[config.mk]
export PLATFORM = sky130hd
export DESIGN_NAME = ssd_sequence_entry
export DESIGN_NICKNAME = d
export VERILOG_FILES = /design/src/rtl/ssd_sequence_entry.sv
export SDC_FILE = /design/constraint.sdc
export NUM_CORES = 1
export LEC_CHECK = 0
export ABC_AREA = 1
export CAP_MARGIN = 20
export CORE_MARGIN = 8
export CORE_UTILIZATION = 40
export DETAILED_ROUTE_END_ITERATION = 12
export GPL_TIMING_DRIVEN = 0
export PLACE_DENSITY_LB_ADDON = 0.25
export SYNTH_ARGS = -nofsm -noshare
export SYNTH_HDL_FRONTEND = slang
export SYNTH_SLANG_ARGS = --single-unit
[constraint.sdc]
create_clock -name clk -period 6.1 [get_ports clk]
set_input_delay 1.22 -clock clk [delete_from_list [all_inputs] [get_ports clk]]
set_output_delay 1.22 -clock clk [all_outputs]
set_load 0.005 [all_outputs]
[src/rtl/ssd_sequence_entry.sv]
// ssd_sequence_entry
// Shows a latched target symbol sequence on NUM_DIGITS seven-segment digits
// for SHOW_SECS one-second ticks. The player then rebuilds the sequence with
// Move (rotate symbol under cursor) and Next (advance cursor / finish). The
// block then reports a one-cycle entry_done pulse and a held match verdict.
//
// Optional build macro: CURSOR_BLINK_EN
//   When defined, the digit under the cursor blanks on alternate OneSec ticks
//   during entry. Moving the cursor makes the new digit visible at once.
//
// Symbol codes are one-hot active-low over NUM_SYMBOLS bits.
// Symbol k has bit k low and every other bit high.
module ssd_sequence_entry #(
  parameter int NUM_DIGITS  = 4,
  parameter int NUM_SYMBOLS = 4,
  parameter int SHOW_SECS   = 2
) (
  input  logic                              clk,
  input  logic                              reset,
  input  logic [NUM_DIGITS*NUM_SYMBOLS-1:0] Sequence_in,
  input  logic                              display,
  input  logic                              OneSec,
  input  logic                              ButtonMove,
  input  logic                              ButtonNext,
  output logic [7*NUM_DIGITS-1:0]           SevSeg,
  output logic [NUM_DIGITS*NUM_SYMBOLS-1:0] Sequence_out,
  output logic [2:0]                        cursor,
  output logic                              busy,
  output logic                              entry_done,
  output logic                              match
);

  localparam int SEQ_W = NUM_DIGITS * NUM_SYMBOLS;
  localparam int SEG_W = 7 * NUM_DIGITS;

  localparam logic [1:0] ST_IDLE  = 2'd0;
  localparam logic [1:0] ST_SHOW  = 2'd1;
  localparam logic [1:0] ST_ENTER = 2'd2;
  localparam logic [1:0] ST_CHECK = 2'd3;

  localparam logic [NUM_SYMBOLS-1:0] SYM0_CODE = {{(NUM_SYMBOLS-1){1'b1}}, 1'b0};
  localparam logic [SEQ_W-1:0]       SEQ_SYM0  = {NUM_DIGITS{SYM0_CODE}};
  localparam logic [2:0]             LAST_CUR  = 3'(NUM_DIGITS - 1);
  localparam logic [3:0]             SHOW_LIM  = 4'(SHOW_SECS);

  localparam logic [6:0] GLYPH_SYM0  = 7'b1111110;
  localparam logic [6:0] GLYPH_SYM1  = 7'b1111001;
  localparam logic [6:0] GLYPH_SYM2  = 7'b1110111;
  localparam logic [6:0] GLYPH_SYM3  = 7'b1001111;
  localparam logic [6:0] GLYPH_ERR   = 7'b0100001;
  localparam logic [6:0] GLYPH_BLANK = 7'b1111111;

  // Segment pattern for a symbol index.
  function automatic logic [6:0] sym_glyph_f(input logic [1:0] idx);
    logic [6:0] g;
    case (idx)
      2'd0:    g = GLYPH_SYM0;
      2'd1:    g = GLYPH_SYM1;
      2'd2:    g = GLYPH_SYM2;
      2'd3:    g = GLYPH_SYM3;
      default: g = GLYPH_ERR;
    endcase
    return g;
  endfunction

  // Decode a one-hot-low code to its glyph; anything else is the error glyph.
  function automatic logic [6:0] glyph_f(input logic [NUM_SYMBOLS-1:0] code);
    logic [6:0]             g;
    logic [NUM_SYMBOLS-1:0] ref_code;
    g = GLYPH_ERR;
    for (int k = 0; k < NUM_SYMBOLS; k++) begin
      ref_code = {{(NUM_SYMBOLS-1){1'b0}}, 1'b1} << k;
      ref_code = ~ref_code;
      if (code == ref_code) begin
        g = sym_glyph_f(2'(k));
      end else begin
        g = g;
      end
    end
    return g;
  endfunction

  // Next symbol in cyclic order. The low bit moves up one place, so the
  // top symbol wraps back to symbol 0.
  function automatic logic [NUM_SYMBOLS-1:0] rot_f(input logic [NUM_SYMBOLS-1:0] code);
    return {code[NUM_SYMBOLS-2:0], code[NUM_SYMBOLS-1]};
  endfunction

  logic [1:0]       state_q,  state_d;
  logic [SEQ_W-1:0] target_q, target_d;
  logic [SEQ_W-1:0] seq_q,    seq_d;
  logic [2:0]       cursor_q, cursor_d;
  logic [3:0]       cnt_q,    cnt_d;
  logic             match_q,  match_d;
  logic             done_q,   done_d;
  logic             busy_q,   busy_d;
  logic [SEG_W-1:0] sev_q,    sev_d;
`ifdef CURSOR_BLINK_EN
  logic             blink_q,  blink_d;
`endif

  // Round sequencing: capture, timed show, digit entry, verdict.
  always_comb begin
    state_d  = state_q;
    target_d = target_q;
    seq_d    = seq_q;
    cursor_d = cursor_q;
    cnt_d    = cnt_q;
    match_d  = match_q;
`ifdef CURSOR_BLINK_EN
    blink_d  = 1'b0;
`endif
    case (state_q)
      ST_IDLE: begin
        if (display) begin
          target_d = Sequence_in;
          match_d  = 1'b0;
          cnt_d    = 4'd0;
          state_d  = ST_SHOW;
        end else begin
          state_d  = ST_IDLE;
        end
      end
      ST_SHOW: begin
        if (OneSec) begin
          cnt_d = cnt_q + 4'd1;
          if ((cnt_q + 4'd1) == SHOW_LIM) begin
            state_d  = ST_ENTER;
            seq_d    = SEQ_SYM0;
            cursor_d = 3'd0;
          end else begin
            state_d  = ST_SHOW;
          end
        end else begin
          cnt_d = cnt_q;
        end
      end
      ST_ENTER: begin
`ifdef CURSOR_BLINK_EN
        if (ButtonNext) begin
          blink_d = 1'b0;
        end else if (OneSec) begin
          blink_d = ~blink_q;
        end else begin
          blink_d = blink_q;
        end
`endif
        // Next has priority; a Move in the same cycle is dropped.
        if (ButtonNext) begin
          if (cursor_q == LAST_CUR) begin
            state_d = ST_CHECK;
            match_d = (seq_q == target_q);
          end else begin
            cursor_d = cursor_q + 3'd1;
          end
        end else if (ButtonMove) begin
          for (int d = 0; d < NUM_DIGITS; d++) begin
            if (3'(d) == cursor_q) begin
              seq_d[d*NUM_SYMBOLS +: NUM_SYMBOLS] = rot_f(seq_q[d*NUM_SYMBOLS +: NUM_SYMBOLS]);
            end else begin
              seq_d[d*NUM_SYMBOLS +: NUM_SYMBOLS] = seq_q[d*NUM_SYMBOLS +: NUM_SYMBOLS];
            end
          end
        end else begin
          state_d = ST_ENTER;
        end
      end
      ST_CHECK: begin
        state_d  = ST_IDLE;
        cursor_d = 3'd0;
      end
      default: begin
        state_d  = ST_IDLE;
        cursor_d = 3'd0;
      end
    endcase
  end

  // Output images computed from next-state values so each registered output
  // agrees with the state register in the same cycle.
  always_comb begin
    busy_d = (state_d != ST_IDLE);
    done_d = (state_d == ST_CHECK);
    sev_d  = {SEG_W{1'b1}};
    for (int d = 0; d < NUM_DIGITS; d++) begin
      if (state_d == ST_SHOW) begin
        sev_d[d*7 +: 7] = glyph_f(target_d[d*NUM_SYMBOLS +: NUM_SYMBOLS]);
      end else if ((state_d == ST_ENTER) || (state_d == ST_CHECK)) begin
`ifdef CURSOR_BLINK_EN
        if ((state_d == ST_ENTER) && blink_d && (3'(d) == cursor_d)) begin
          sev_d[d*7 +: 7] = GLYPH_BLANK;
        end else begin
          sev_d[d*7 +: 7] = glyph_f(seq_d[d*NUM_SYMBOLS +: NUM_SYMBOLS]);
        end
`else
        sev_d[d*7 +: 7] = glyph_f(seq_d[d*NUM_SYMBOLS +: NUM_SYMBOLS]);
`endif
      end else begin
        sev_d[d*7 +: 7] = GLYPH_BLANK;
      end
    end
  end

  // State and output registers, cleared asynchronously by reset.
  always_ff @(posedge clk or posedge reset) begin
    if (reset) begin
      state_q  <= ST_IDLE;
      target_q <= SEQ_SYM0;
      seq_q    <= SEQ_SYM0;
      cursor_q <= 3'd0;
      cnt_q    <= 4'd0;
      match_q  <= 1'b0;
      done_q   <= 1'b0;
      busy_q   <= 1'b0;
      sev_q    <= {SEG_W{1'b1}};
`ifdef CURSOR_BLINK_EN
      blink_q  <= 1'b0;
`endif
    end else begin
      state_q  <= state_d;
      target_q <= target_d;
      seq_q    <= seq_d;
      cursor_q <= cursor_d;
      cnt_q    <= cnt_d;
      match_q  <= match_d;
      done_q   <= done_d;
      busy_q   <= busy_d;
      sev_q    <= sev_d;
`ifdef CURSOR_BLINK_EN
      blink_q  <= blink_d;
`endif
    end
  end

  assign SevSeg       = sev_q;
  assign Sequence_out = seq_q;
  assign cursor       = cursor_q;
  assign busy         = busy_q;
  assign entry_done   = done_q;
  assign match        = match_q;

endmodule

* Yosys cells after proc, flatten, opt, wreduce, memory -nomap -nowiden
Index checks and enable logic that the tools add are counted.
Storage, ports and cells: bits in registers 72, latch bits 0, RAM bits 0, memory bits (read-only) 0, input bits 22, output and inout bits 50, logic and storage cells 141, memories 0
Operators by class: $add $sub $neg 2, multiply operators 0, div/mod/pow operators 0, magnitude comparators 0, equality and inequality tests 50, shift-type cells 0, multiplexer cells 70, bitwise operators 0, reduce and logical (&&, ||, !) cells 10
Operators by type and width (number):
- 7-bit 2-to-1 mux | 40
- 4-bit equality test (second input constant) | 24
- 16-bit 2-to-1 mux | 6
- 4-bit by 3-bit equality test with 1-bit output (second input constant) | 8
- 16-bit case mux with 2 select lines | 1
- 4-bit 2-to-1 mux | 6
- 16-bit equality test | 1
- 3-bit 2-to-1 mux | 4
- 2-bit inequality test (second input constant) | 6
- 2-bit 2-to-1 mux | 5
- 3-bit case mux with 3 select lines | 1
- 2-bit equality test (second input constant) | 4
- 2-bit case mux with 4 select lines | 1
- 4-bit case mux with 2 select lines | 1
- 2-bit by 3-bit equality test with 1-bit output (first input constant) | 2
- 2-bit nonzero test | 3
- 5-bit AND reduction | 1
- 4-bit by 1-bit adder with 4-bit output (second input constant) | 1
- 2-bit by 1-bit equality test with 1-bit output (second input constant) | 2
- 4-bit by 2-bit equality test with 1-bit output (second input constant) | 1
- 1-bit 2-to-1 mux | 4
- 4-bit AND reduction | 1
- 3-bit by 1-bit adder with 3-bit output (second input constant) | 1
- 1-bit by 3-bit equality test with 1-bit output (first input constant) | 1
- 7 further kinds | 7

* Logic depth before layout (Yosys ltp)
Gate-level depths: netlist of run 1.
depth in word-level cells 12, depth in mapped cells 16, mapped depth without buffers 16

* Worst setup path before layout of run 1
Ideal clock, no wire load.
path kind input-to-reg, start in display, end reg sev_q[16] (netlist: SevSeg[16]), library setup time 0.067 ns, arrival time 2.274 ns, required time 6.033 ns, path slack 3.759 ns, stages on the path 11, buffers on the path 1, cell sequence nand2_1 > buf_2 > nand2_1 > o21ai_0 > nor2_1 > inv_1 > nor3_1 > inv_1 > nand2_1 > nor2_1 > nor2_1
On the way: longest elaborated chain between the ends 8, elaborated cells between the ends (all ways) 18, those cells by class 7 x eq/ne; 10 x mux; 1 x reduce/logical
Ends and longest elaborated chain:
- from (decl) | line 21 | input logic display,
- 16-bit 2-to-1 mux | line 115 | if (display) begin
- 16-bit 2-to-1 mux | line 113 | case (state_q)
- 4-bit equality test | line 74 | if (code == ref_code) begin
- 7-bit 2-to-1 mux (4 in a row) | line 74
- 7-bit 2-to-1 mux * | line 186 | if (state_d == ST_SHOW) begin
- to (signal assigned) | line 215 | sev_q <= {SEG_W{1'b1}};
- to (signal assigned) | line 228 | sev_q <= sev_d;
- to (decl) | line 97 | logic [SEG_W-1:0] sev_q, sev_d;
Every way passes the cells marked *; elsewhere a longest branch is shown, timed or not. A chain may end at the register's enable or synchronous reset.

* Worst setup path in the final report of run 1
start in OneSec, end reg sev_q[14] (netlist: SevSeg[14])
On the way: elaborated cells between the ends (all ways) 18, those cells by class 7 x eq/ne; 10 x mux; 1 x reduce/logical
RTL lines:
- from (decl) | line 22 | input logic OneSec,
- 2-bit 2-to-1 mux * | line 125 | if (OneSec) begin
- 2-bit case mux with 4 select lines * | line 113
- via state_d[1] | line 89 | logic [1:0] state_q, state_d;
- 2-bit equality test | line 188 | end else if ((state_d == ST_ENTER) || (state_d == ST_CHECK)) begin
- 1-bit logical OR | line 188
- 7-bit 2-to-1 mux | line 188
- 7-bit 2-to-1 mux * | line 186
- via sev_d[14] | line 97
Mark *: on every way through the listed nets, which the timed path passes. The rest lies on a longest branch.

==> results of run 1 <==
==> sequential cells by signal (all words and copies together) (netlist names) <==
register      flops
entry_done        1
busy              1
cnt_q             4
target_q         16
cursor            3
Sequence_out     16
state_q           2
match             1
SevSeg           24
==> synthesized netlist by cell type (all sizes together) <==
cell	instances	share of area
buf	19	0.029
o31ai	1	0.0029
nor4	4	0.0058
o21ai	30	0.040
mux2i	1	0.0023
nor3	7	0.0093
nand3	62	0.083
or2	1	0.0015
o22ai	12	0.017
inv	99	0.086
ha	11	0.032
a21oi	17	0.020
o21bai	1	0.0017
o2111ai	1	0.0020
a21boi	2	0.0035
nor3b	1	0.0017
nor2	65	0.062
and2	1	0.0015
dfstp	48	0.29
o211ai	2	0.0035
nand4	14	0.020
dfrtp	20	0.12
clkbuf	1	0.00087
xor2	4	0.0081
nand2	162	0.15
o221ai	1	0.0020
xnor2	2	0.0041
==> cells by family after synthesis <==
kind of cell | synth area share
xor+xnor | 0.01221
flops | 0.4093
fa+ha+maj | 0.03198
mux | 0.002326
simple gates | 0.3346
compound gates | 0.09302
buf+inv | 0.1166
==> path summary, 6_finish.rpt <==
path,endpoint,slack (ns),startpoint
setup / recovery,SevSeg[14],3.16,OneSec
max in group asynchronous,match,4.15,reset
min in group asynchronous,entry_done,1.40,reset
setup reg to reg,SevSeg[27],3.65,cursor[2]
hold reg to reg,match,0.48,match
hold / removal,match,0.48,match
==> critical path, cell delays in order <==
cell	delay [ns]
clkdlybuf4s50_1	0.53
nand2_1	0.11
nor2_4	0.15
nand2_4	0.12
o21ai_4	0.45
inv_2	0.17
nand2_1	0.28
o22ai_1	0.13
inv_1	0.06
==> layout make-up <==
cell class / instances / area, µm²
inverters: 99 / 374.1
flip-flops and latches: 68 / 1762
fillers: 1064 / 5255
repair buffers: 71 / 710.7
clock inverters: 4 / 47.55
well taps: 140 / 175.2
clock buffers: 12 / 155.1
plain buffers: 20 / 130.1
multi-input cells: 402 / 2041
==> metrics by stage <==
step | utilization | instance area, µm² | total power, µW | setup slack, ns | hold slack (ns)
6_report | 0.5066 | 5395 | 2977 | 3.157 | 0.4810
5_1_grt | 0.5066 | 5395 | 3230 | 2.973 | 0.5267
4_1_cts | 0.5066 | 5395 | 2989 | 3.210 | 0.4895
3_5_place_dp | 0.4875 | 5192 | 2586 | 2.842 | 0.4705
3_3_place_gp | 0.4873 | 5190 | 2559 | 2.042 | 0.4667
2_1_floorplan | - | 4304 | 1970 | 3.248 | 0.4724
==> power breakdown <==
group	switching [µW]	total [µW]	internal, µW
Sequential	131	881	750
Clock	184	394	210
Combinational	1030	1700	671
Total	1350	2980	1630
==> per-layer routing <==
metal / GRT usage / vias to the layer above
met2: 0.2801 / 151
met3: 0.04227 / 22
met4: 0.07260 / 0
li1: - / 2032
met1: 0.2299 / 1936
met5: 0 / -
==> run_results.csv, run 1 <==
group,metric,value,unit
final_layout,antenna_cells,0,
clock_network,cts_hold_buf,0,
floorplan,coreArea,10650,µm²
drt,vias_per_cell,5.075,
synth,synth_nets,622,
synth,syn-cell-area,4304,µm²
critical_path,cp-end-kind,"register",
critical_path,reg2reg_depth,15,
drt,drt_pass1_iterations,5,
drt,wl_met3,702,µm
timing,post-route-min-period,2.943,ns
global_routing,grt_pass1_vias,4027,
clock_network,cts_made_buffers,9,
place,hpwl,9.298,mm
floorplan,dieWidth,119.7,µm
floorplan,start_util,0.4041,
pwr,p_per_area,551.8,nW/µm²
floorplan,die_area,14340,µm²
floorplan,ios,72,
place,dp.cells,800,
final_layout,final_cell_mix,"nand2_1 (150), inv_1 (90), clkdlybuf4s50_1 (71), nor2_1 (59), nand3_1 (53)",
critical_path,crit_type,"primary input to register",
final_layout,layout_commonest_cell,"nand2_1",
drt,post-route-drc-count,0,
timing,post-route-period-util,0.4825,
global_routing,grt_usage,0.1778,
drt,wl_met2,5.726,mm
global_routing,grt_max_degree,69,
global_routing,antenna_found_initial,0,
final_layout,layout-drive-gt1-share,0.1849,
timing,worst_pin_slew,0.8368,ns
critical_path,start_kind,"primary input",
clock_network,cts.sinks,68,
final_layout,finalNonFillerCells,816,
floorplan,die_y,119.7,µm
clock_network,cts_resized,0,
global_routing,grt_overflow,0,
drt,totalWireLength,12.38,mm
pwr,p_leak,0.002647,µW
timing,setup_violations,0,
timing,max_freq,339.7,MHz
timing,clock_skew,0.01270,ns
outcome,status,"finished, final reports clean",
clock_network,htreeDepth,3,
timing,rsz0062_at_grt,"false",
synth,synth_warnings,0,
synth,ys_types,39,
clock_network,tritoncts,"yes",
critical_path,crit_fanout,8,
floorplan,row_count,38,
synth,seq_area_frac_synth,0.4093,
critical_path,arrival,3.24,ns
pwr,ir_drop,193.8,µV
place,portBuffers,71,
drt,ant_nets,0,
synth,syn_avg_cell_area,7.308,µm²
drt,wire_per_inst,15.18,µm
clock_network,cts_buffer_depth,2,
clock_network,clk_pin_slew,0.07,ns
synth,syn_inst,589,
final_layout,syn2layout_area_growth,25.35,%
place,gp_congestion,0.8947,
timing,fin_tns_setup,0,ns
clock_network,root_buffer,"clkbuf_8",
drt,drt-met1-wl,5.572,mm
global_routing,grt_pass1_wl,20.26,mm
drt,drt_iter0_markers,292,
critical_path,worstPathRequired,6.40,ns
min_path,worstHoldPathCells,2,
run,maxCapViolCount,0,
clock_network,clock_latency,0.36,ns
timing,drv_slew,0,
final_layout,nets,704,
drt,routed.top_layer,"met4",
timing,hold_viol_final,0,
synth,ys_ff_latch,68,
min_path,hold_class,"register to register",
clock_network,post_cts_buffers,0,
drt,vias,4141,
timing,max_slew_margin,0.4421,
No activity file was read; power rests on OpenSTA's default activity.
==> run 2: changes to the inputs <==
==> constraint.sdc (replaced) <==
create_clock -name clk -period 2.89 [get_ports clk]
set_input_delay 0.578 -clock clk [delete_from_list [all_inputs] [get_ports clk]]
set_output_delay 0.578 -clock clk [all_outputs]
set_load 0.005 [all_outputs]
==> run_results.csv, run 2 (synthesis results as in run 1) <==
group,metric,value,unit
outcome,status,"finished, final reports clean",
clock_network,cts_buffer_depth,2,
final_layout,ff_latch_area,1762,µm²
global_routing,grt_pass1_wl,20.27,mm
floorplan,row_count,38,
place,portBuffers,71,
timing,hold_viol_final,0,
floorplan,start_util,0.4041,
critical_path,start_kind,"register",
drt,ant_nets,0,
critical_path,reg2reg_depth,15,
final_layout,layout_commonest_cell,"nand2_1",
timing,whs,0.4825,ns
timing,max_freq,408.4,MHz
global_routing,grt_pass1_vias,4021,
final_layout,layout-drive-gt1-share,0.1849,
critical_path,arrival,2.74,ns
clock_network,cts_hold_buf,0,
clock_network,htreeDepth,3,
timing,drv_slew,0,
pwr,ir_drop,408.9,µV
min_path,worstHoldPathCells,2,
drt,post-route-drc-count,0,
final_layout,final_cell_mix,"nand2_1 (150), inv_1 (90), clkdlybuf4s50_1 (71), nor2_1 (59), nand3_1 (53)",
timing,max_slew_margin,0.4430,
clock_network,cts.sinks,68,
floorplan,ios,72,
timing,fin_tns_setup,0,ns
place,gp_congestion,0.8947,
timing,post-route-period-util,0.8472,
floorplan,dieWidth,119.7,µm
pwr,p_leak,0.002647,µW
min_path,hold_class,"register to register",
final_layout,n_fill_cell,1064,
drt,drt_pass1_iterations,5,
clock_network,clk_pin_slew,0.08,ns
final_layout,antenna_cells,0,
timing,post-route-min-period,2.448,ns
floorplan,die_y,119.7,µm
global_routing,grt_overflow,0,
place,hpwl,9.298,mm
timing,worst_pin_slew,0.8355,ns
clock_network,cts_resized,0,
critical_path,worstPathRequired,3.18,ns
timing,clock_skew,0.01069,ns
final_layout,multiInputGateArea,2041,µm²
pwr,p_per_area,1165,nW/µm²
global_routing,grt_usage,0.1777,
critical_path,cp-end-kind,"register",
final_layout,syn2layout_area_growth,25.35,%
clock_network,cts_made_buffers,9,
global_routing,antenna_found_initial,0,
drt,vias_per_cell,5.026,
clock_network,clock_latency,0.36,ns
drt,totalWireLength,12.43,mm
run,maxCapViolCount,0,
drt,vias,4101,
floorplan,die_area,14340,µm²
drt,drt_iter0_markers,289,
final_layout,nets,704,
critical_path,crit_fanout,10,
critical_path,crit_type,"register to register",
clock_network,tritoncts,"yes",
timing,rsz0062_at_grt,"false",
final_layout,largest_reg_flops,24,
floorplan,coreArea,10650,µm²
timing,setup_violations,0,
clock_network,post_cts_buffers,0,
critical_path,rrSetupSlack,0.44,ns
global_routing,grt_max_degree,69,
clock_network,root_buffer,"clkbuf_8",
drt,wire_per_inst,15.24,µm
==> run 2: final cells by class <==
cell class,instances,area share
clock inverters,4,0.008813
clock buffers,12,0.02876
plain buffers,20,0.02412
flip-flops and latches,68,0.3265
inverters,99,0.06934
repair buffers,71,0.1317
well taps,140,0.03247
multi-input cells,402,0.3782
==> run 2: through the flow <==
step / cell area, µm² / total power [µW] / utilization / setup slack, ns / instances
3_3_place_gp: 5190 / 5401 / 0.4873 / -0.5255 / 800
2_1_floorplan: 4304 / 4159 / - / 0.6799 / 589
6_report: 5395 / 6284 / 0.5066 / 0.4416 / 816
3_5_place_dp: 5192 / 5458 / 0.4875 / 0.2741 / 800
5_1_grt: 5395 / 6813 / 0.5066 / 0.2326 / 816
4_1_cts: 5395 / 6309 / 0.5066 / 0.4892 / 816
==> run 2: worst max-delay path: stages, from the launching register on <==
cell	delay, ns
dfrtp_1	0.42
inv_1	0.16
buf_2	0.26
ha_1	0.26
nand3_1	0.27
inv_1	0.18
nand2_1	0.06
nand3_1	0.07
nand2_1	0.07
nor2_1	0.11
nor2_2	0.06
nand2_1	0.12
nand3_1	0.11
nand2_1	0.09
nor2_1	0.05
nor2_1	0.09
==> run 2: where the power goes <==
part,internal (µW),switching (µW)
sequential,1580,275
clock,443,387
combinational,1420,2180
total,3440,2840
==> run 2: final timing paths <==
path,startpoint,to
setup / recovery,cursor[2],SevSeg[27]
hold / removal,match,match
setup reg to reg,cursor[2],SevSeg[27]
hold reg to reg,match,match
max in group asynchronous,reset,match
min in group asynchronous,reset,entry_done
==> run 2: metal layers <==
metal,up-vias,track usage,wire (µm)
li1,2031,-,-
met1,1915,0.2305,5578
met2,133,0.2808,5769
met3,22,0.03100,657
met4,0,0.08743,427
met5,-,0,0
